$ cat config.mk
export PLATFORM = sky130hd
export DESIGN_NAME = victim_cache_assoc
export DESIGN_NICKNAME = d
export VERILOG_FILES = /design/src/rtl/vc_pkg.sv /design/src/rtl/vc_match_sel.sv /design/src/rtl/victim_cache_assoc.sv
export SDC_FILE = /design/constraint.sdc
export NUM_CORES = 2
export LEC_CHECK = 0
export ABC_AREA = 0
export BUFFER_PORTS_ARGS = -buffer_cell sky130_fd_sc_hd__buf_2
export CORE_ASPECT_RATIO = 1.2
export CORE_MARGIN = 5
export CORE_UTILIZATION = 55
export CTS_CLUSTER_SIZE = 24
export DETAILED_ROUTE_END_ITERATION = 8
export GPL_TIMING_DRIVEN = 0
export PLACE_DENSITY = 0.79
export RECOVER_POWER = 25
export SLEW_MARGIN = 15
export SYNTH_ARGS = -nofsm -noshare
export SYNTH_HDL_FRONTEND = slang
export SYNTH_SLANG_ARGS = --single-unit
$ cat constraint.sdc
create_clock -name clk -period 3.14 [get_ports clk]
set_input_delay 0.471 -clock clk [delete_from_list [all_inputs] [get_ports clk]]
set_output_delay 0.471 -clock clk [all_outputs]
set_load 0.03 [all_outputs]
$ cat src/rtl/vc_pkg.sv
// vc_pkg: shared types, states and default widths for the victim cache.
package vc_pkg;
  localparam int VC_ENTRIES_DEF = 4;
  localparam int LINE_W = 128;
  localparam int LINE_AW = 28;
  typedef struct packed {
    logic valid;
    logic dirty;
    logic [LINE_AW-1:0] line_addr;
    logic [LINE_W-1:0] data;
  } vc_entry_s;
  typedef enum logic [2:0] {IDLE, WB_WAIT, FLUSH_SCAN, FLUSH_WB, FLUSH_DONE} vc_state_e;
endpackage

$ cat src/rtl/vc_match_sel.sv
// vc_match_sel: lowest-index address match and lowest-index free slot finder.
module vc_match_sel import vc_pkg::*; #(
  parameter int N = VC_ENTRIES_DEF,
  parameter int AW = LINE_AW,
  localparam int IW = $clog2(N)
) (
  input  logic [N-1:0]         valid_i,
  input  logic [N-1:0][AW-1:0] addr_i,
  input  logic [AW-1:0]        key_i,
  output logic                 hit_o,
  output logic [IW-1:0]        hit_idx_o,
  output logic                 free_found_o,
  output logic [IW-1:0]        free_idx_o
);
  always_comb begin
    hit_o = 1'b0;
    hit_idx_o = '0;
    free_found_o = 1'b0;
    free_idx_o = '0;
    for (int i = N - 1; i >= 0; i--) begin
      if (valid_i[i] && addr_i[i] == key_i) begin
        hit_o = 1'b1;
        hit_idx_o = IW'(i);
      end
      if (!valid_i[i]) begin
        free_found_o = 1'b1;
        free_idx_o = IW'(i);
      end
    end
  end
endmodule

$ cat src/rtl/victim_cache_assoc.sv
// victim_cache_assoc: fully-associative victim cache with FIFO replacement,
// extract-on-hit and a valid/ready writeback path for dirty lines.
module victim_cache_assoc import vc_pkg::*; #(
  parameter int VC_ENTRIES = VC_ENTRIES_DEF,
  parameter int LINE_WIDTH = LINE_W,
  parameter int LINE_ADDR_WIDTH = LINE_AW,
  localparam int IW = $clog2(VC_ENTRIES),
  localparam int OW = IW + 1
) (
  input  logic                       clk,
  input  logic                       rst,
  input  logic                       lookup_req_i,
  input  logic [LINE_ADDR_WIDTH-1:0] lookup_addr_i,
  output logic                       lookup_valid_o,
  output logic                       lookup_hit_o,
  output logic                       lookup_dirty_o,
  output logic [LINE_WIDTH-1:0]      lookup_data_o,
  input  logic                       extract_i,
  input  logic                       insert_valid_i,
  output logic                       insert_ready_o,
  input  logic [LINE_ADDR_WIDTH-1:0] insert_addr_i,
  input  logic [LINE_WIDTH-1:0]      insert_data_i,
  input  logic                       insert_dirty_i,
  output logic                       wb_valid_o,
  input  logic                       wb_ready_i,
  output logic [LINE_ADDR_WIDTH-1:0] wb_addr_o,
  output logic [LINE_WIDTH-1:0]      wb_data_o,
  input  logic                       flush_i,
  output logic                       flush_done_o,
  output logic [OW-1:0]              occupancy_o
);
  localparam logic [IW-1:0] LAST = IW'(VC_ENTRIES - 1);
  vc_state_e state_q, state_d;
  logic [VC_ENTRIES-1:0] valid_q, valid_d, dirty_q, dirty_d;
  logic [VC_ENTRIES-1:0][LINE_ADDR_WIDTH-1:0] addr_q, addr_d;
  logic [VC_ENTRIES-1:0][LINE_WIDTH-1:0] data_q, data_d;
  logic [IW-1:0] ptr_q, ptr_d, idx_q, idx_d, lk_idx_q, lk_idx, ins_hit_idx, ins_free_idx, tgt;
  logic wb_valid_q, wb_valid_d, lk_valid_q, lk_hit_q, lk_dirty_q, lk_hit, ins_hit, ins_free, ext, ins;
  logic [LINE_ADDR_WIDTH-1:0] wb_addr_q, wb_addr_d;
  logic [LINE_WIDTH-1:0] wb_data_q, wb_data_d, lk_data_q;
  logic lk_free_unused;
  logic [IW-1:0] lk_fidx_unused;
  logic [OW-1:0] occ;
  logic [VC_ENTRIES-1:0] valid_x;
  vc_match_sel #(.N(VC_ENTRIES), .AW(LINE_ADDR_WIDTH)) u_lk_sel (
    .valid_i(valid_q), .addr_i(addr_q), .key_i(lookup_addr_i),
    .hit_o(lk_hit), .hit_idx_o(lk_idx),
    .free_found_o(lk_free_unused), .free_idx_o(lk_fidx_unused)
  );
  // The insert search sees the extract of the same cycle already applied.
  assign ext = extract_i & lk_valid_q & lk_hit_q;
  always_comb begin
    valid_x = valid_q;
    if (ext) valid_x[lk_idx_q] = 1'b0;
  end
  vc_match_sel #(.N(VC_ENTRIES), .AW(LINE_ADDR_WIDTH)) u_ins_sel (
    .valid_i(valid_x), .addr_i(addr_q), .key_i(insert_addr_i),
    .hit_o(ins_hit), .hit_idx_o(ins_hit_idx),
    .free_found_o(ins_free), .free_idx_o(ins_free_idx)
  );
  assign insert_ready_o = (state_q == IDLE) & ~wb_valid_q & ~flush_i;
  assign ins = insert_valid_i & insert_ready_o;
  assign tgt = ins_hit ? ins_hit_idx : ins_free ? ins_free_idx : ptr_q;
  always_comb begin
    occ = '0;
    for (int i = 0; i < VC_ENTRIES; i++) occ = occ + OW'(valid_q[i]);
  end
  always_comb begin
    state_d = state_q;
    valid_d = valid_x;
    dirty_d = dirty_q;
    addr_d = addr_q;
    data_d = data_q;
    ptr_d = ptr_q;
    idx_d = idx_q;
    wb_valid_d = wb_valid_q;
    wb_addr_d = wb_addr_q;
    wb_data_d = wb_data_q;
    if (ext) dirty_d[lk_idx_q] = 1'b0;
    case (state_q)
      IDLE: begin
        if (flush_i) begin
          state_d = FLUSH_SCAN;
          idx_d = '0;
        end else if (ins) begin
          if (!ins_hit && !ins_free) begin
            ptr_d = ptr_q + 1'b1;
            if (dirty_d[ptr_q]) begin
              wb_valid_d = 1'b1;
              wb_addr_d = addr_q[ptr_q];
              wb_data_d = data_q[ptr_q];
              state_d = WB_WAIT;
            end
          end
          dirty_d[tgt] = (ins_hit & dirty_d[tgt]) | insert_dirty_i;
          valid_d[tgt] = 1'b1;
          addr_d[tgt] = insert_addr_i;
          data_d[tgt] = insert_data_i;
        end
      end
      WB_WAIT: begin
        if (wb_ready_i) begin
          wb_valid_d = 1'b0;
          state_d = IDLE;
        end
      end
      FLUSH_SCAN: begin
        if (valid_d[idx_q] && dirty_d[idx_q]) begin
          wb_valid_d = 1'b1;
          wb_addr_d = addr_q[idx_q];
          wb_data_d = data_q[idx_q];
          dirty_d[idx_q] = 1'b0;
          state_d = FLUSH_WB;
        end else if (idx_q == LAST) begin
          valid_d = '0;
          dirty_d = '0;
          ptr_d = '0;
          state_d = FLUSH_DONE;
        end else idx_d = idx_q + 1'b1;
      end
      FLUSH_WB: begin
        if (wb_ready_i) begin
          wb_valid_d = 1'b0;
          if (idx_q == LAST) begin
            valid_d = '0;
            dirty_d = '0;
            ptr_d = '0;
            state_d = FLUSH_DONE;
          end else begin
            idx_d = idx_q + 1'b1;
            state_d = FLUSH_SCAN;
          end
        end
      end
      default: state_d = IDLE;
    endcase
  end
  always_ff @(posedge clk) begin
    if (rst) begin
      state_q <= IDLE;
      valid_q <= '0;
      dirty_q <= '0;
      addr_q <= '0;
      data_q <= '0;
      ptr_q <= '0;
      idx_q <= '0;
      wb_valid_q <= 1'b0;
      wb_addr_q <= '0;
      wb_data_q <= '0;
      lk_valid_q <= 1'b0;
      lk_hit_q <= 1'b0;
      lk_idx_q <= '0;
      lk_dirty_q <= 1'b0;
      lk_data_q <= '0;
    end else begin
      state_q <= state_d;
      valid_q <= valid_d;
      dirty_q <= dirty_d;
      addr_q <= addr_d;
      data_q <= data_d;
      ptr_q <= ptr_d;
      idx_q <= idx_d;
      wb_valid_q <= wb_valid_d;
      wb_addr_q <= wb_addr_d;
      wb_data_q <= wb_data_d;
      lk_valid_q <= lookup_req_i;
      lk_hit_q <= lookup_req_i & lk_hit;
      lk_idx_q <= lk_idx;
      lk_dirty_q <= lookup_req_i & lk_hit & dirty_q[lk_idx];
      lk_data_q <= (lookup_req_i & lk_hit) ? data_q[lk_idx] : '0;
    end
  end
  assign lookup_valid_o = lk_valid_q;
  assign lookup_hit_o = lk_hit_q;
  assign lookup_dirty_o = lk_dirty_q;
  assign lookup_data_o = lk_data_q;
  assign wb_valid_o = wb_valid_q;
  assign wb_addr_o = wb_addr_q;
  assign wb_data_o = wb_data_q;
  assign flush_done_o = state_q == FLUSH_DONE;
  assign occupancy_o = occ;
endmodule

==> reports/summary.txt <==
Final worst slack: -0.141 ns
Final Util: 65.1%
Fin. Hold Viols: 0
Cell Area, Synth: 47000 sq um
Post-synth EDFFs: 0
Total power: 29900 uW
Syn_area_per_cell: 10.4 sq um
Largest net degree at the start of global routing: 16
CP max stage delay: 0.48 ns
Nets: 5267
Max-Cap Viols: 0
Syn-to-layout area delta: 17.5%
Starting Density: 55.4%
Area leader, netlist: dfxtp_1
Via count: 40.5k
Final period utilization: 104%
DP HPWL: 123000 microns
CTS buffer count: 95
CP max FO: 10
Synth cell types: 56
Failing checks: setup timing
CORE AREA: 84800 sq um
# IOs: 485
Congestion Overflow GR: 0
Fin crit period: 3.28 ns
Register area share after synthesis: 39.6%
Avg Vias per Cell: 6.41
Die W: 277 microns
P_int: 21100 uW
CP Cell Sequence: xnor2_2 > nand4_1 > nor4_2 > and4_2 > o21ai_0 > and2_4 > clkbuf_4 > clkbuf_2 > a211oi_2
Top cells by area, synth: dfxtp_1, mux2i_1, mux4_2, nor2_1, a211oi_1
Final WL: 173000 microns
DRT antenna net count: 0
Cell Rows: 117
Flops & latches, synth: 929
Critical Path AT: 3.81 ns
Hold crit path type: in2reg
Die H: 330 microns
YS warnings: 0
Crit start category: flip-flop
Reg clk slew, reported paths: 0.07 ns
Crit-path slowest cell: a211oi_2
Power Density: 542 nW/um^2
Cts hold-fix bufs: 0
Root Driver: clkbuf_16
Top_reg_cell synth: dfxtp_1
CTS tree: built
Commonest cells post-synth: dfxtp_1, nor2_1, mux2i_1
Max clock buf depth: 3
Syn nets: 4720
Least-Margin Pin Slew: 1.33 ns
Skew final: 0.0270 ns
Async set-or-reset flop fraction in the synthesized netlist: 0%
Routed len/inst: 27.4 microns
Flop pwr share: 42.7%
Sw frac: 29.5%
DR iter-0 viols: 4590
Clock power share: 40.2%
H-tree levels: 3
Top-area cell type share of the netlist area: 39.6%
P_sw: 8830 uW
GP Congestion: 1.03
Leakage: 0.0206 uW
Max Fclk: 305 MHz
Logic pwr share: 17.0%
Outcome: finished, violations left
Die area: 91300 sq um
Setup violations, final: 41
First-pass GRT wire length: 253000 microns
Total global-route track usage: 36.1%
1st-pass router iterations: 6
Relative slew margins: 11.4%
Mapped Cells: 4521
Initial antenna violation count: 51
Required time worst endpoint: 3.67 ns
Count leader, synth: dfxtp_1
Setup CP Type: reg2reg
Slew Viols, Final: 0
Worst-Skew Late Latency: 0.69 ns
Share of layout cells above drive strength 1: 23.5%
Remaining routing DRC violations: 0
Port Buf Inserts: 440
CP Capture Type: flip-flop
CTS Sinks: 929
Maximum VDD drop: 0.000437 V
Number of global-route vias before repair: 39.9k
==> final timing paths <==
| kind | endpoint | depth (start not counted) | slack, ns | from |
|---|---|---|---|---|
| setup / recovery | lookup_data_o[42] | 9 | -0.14 | addr_q[62] |
| hold / removal | data_q[450] | 3 | 0.07 | insert_data_i[66] |
| setup reg to reg | lookup_data_o[42] | 9 | -0.14 | addr_q[62] |
| hold reg to reg | data_q[465] | 2 | 0.48 | data_q[465] |
==> cell type report <==
| type | count | area, sq um |
|---|---|---|
| fillers | 6694 | 29600 |
| multi-input cells | 3157 | 27200 |
| flip-flops and latches | 929 | 18700 |
| clock buffers | 128 | 2790 |
| plain buffers | 414 | 2430 |
| repair buffers | 456 | 1980 |
| well taps | 1130 | 1410 |
| clock inverters | 45 | 510 |
| diodes | 41 | 103 |
| inverters | 15 | 56.3 |
==> metal layers <==
layer | track usage, % | vias up | part of all wire [%]
li1 | - | 17400 | -
met1 | 44.1 | 19800 | 36
met3 | 7.66 | 623 | 10
met5 | 0 | - | 0.076
met4 | 25.2 | 20 | 7.9
met2 | 57.7 | 2593 | 46
==> cell usage in the layout, fill, tap and decap left out, types with 21 or more instances in the layout <==
master       n
a211oi_1   228
a211oi_2    58
a21oi_1    171
buf_2      227
buf_4       51
buf_6       33
clkbuf_1   438
clkbuf_16   98
clkbuf_2    78
clkbuf_4    21
clkbuf_8    26
dfxtp_1    886
dfxtp_2     42
diode_2     41
mux2_2     129
mux2i_1    754
mux4_2     314
nand2_1    330
nand4_1     43
nor2_1     775
xnor2_1    109
xnor2_2     26
xor2_1      88
==> kinds of logic (layout without fill, tap and decap cells) <==
logic type	count (synthesis)	after routing	synth area share (%)
simple gates	1219	1219	10.4
mux	1199	1199	34.3
buf+inv	435	1058	4.14
other cells	0	41	0
compound gates	508	508	7.20
flops	929	929	39.6
xor+xnor	224	224	4.18
fa+ha+maj	7	7	0.203
==> flip-flops by register name, indices dropped and copies added (netlist names) <==
| register | cells |
|---|---|
| ptr_q | 2 |
| data_q | 512 |
| lk_idx_q | 2 |
| lookup_valid_o | 1 |
| lookup_hit_o | 1 |
| idx_q | 2 |
| dirty_q | 4 |
| wb_valid_o | 1 |
| addr_q | 112 |
| wb_addr_o | 28 |
| state_q | 3 |
| wb_data_o | 128 |
| valid_q | 4 |
| lookup_data_o | 128 |
| lookup_dirty_o | 1 |
==> metrics by stage <==
stage	cells	TNS, ns	hold slack [ns]	instance area, sq um	setup slack, ns
2_1_floorplan	4521	0	0.451	47000	0.220
3_3_place_gp	6091	-859.13	0.458	50600	-2.02
3_5_place_dp	6091	-853.23	0.473	50600	-2.02
4_1_cts	6271	-0.00261	0.0433	55000	-0.00261
5_1_grt	6303	-0.0754	0.0682	55100	-0.0190
6_report	6315	-1.29	0.0680	55100	-0.141
==> power by group through the flow <==
stage | registers (uW) | clock network [uW] | logic (uW)
floorplan | 13500 | 0 | 2670
global placement | 13000 | 0 | 4800
detailed placement | 13000 | 0 | 4880
CTS | 12700 | 12000 | 5020
global route | 12800 | 12500 | 5370
finish | 12800 | 12000 | 5100
==> worst max-delay path: cells and delay by family (launching register included) <==
kind,cells,cell delay [ns]
AND/OR/NAND/NOR,4,1.12
buffers and inverters,2,0.65
AO/OA/AOI/OAI,2,0.59
flip-flops,1,0.37
XOR/XNOR,1,0.36
==> repair_timing <==
item                       CTS  global route
setup buffers               12             3
pin swaps                   27            12
setup endpoints to repair  922           746
gates cloned                 0             1
resized for setup          275           175
No activity file was read; power rests on OpenSTA's default activity.
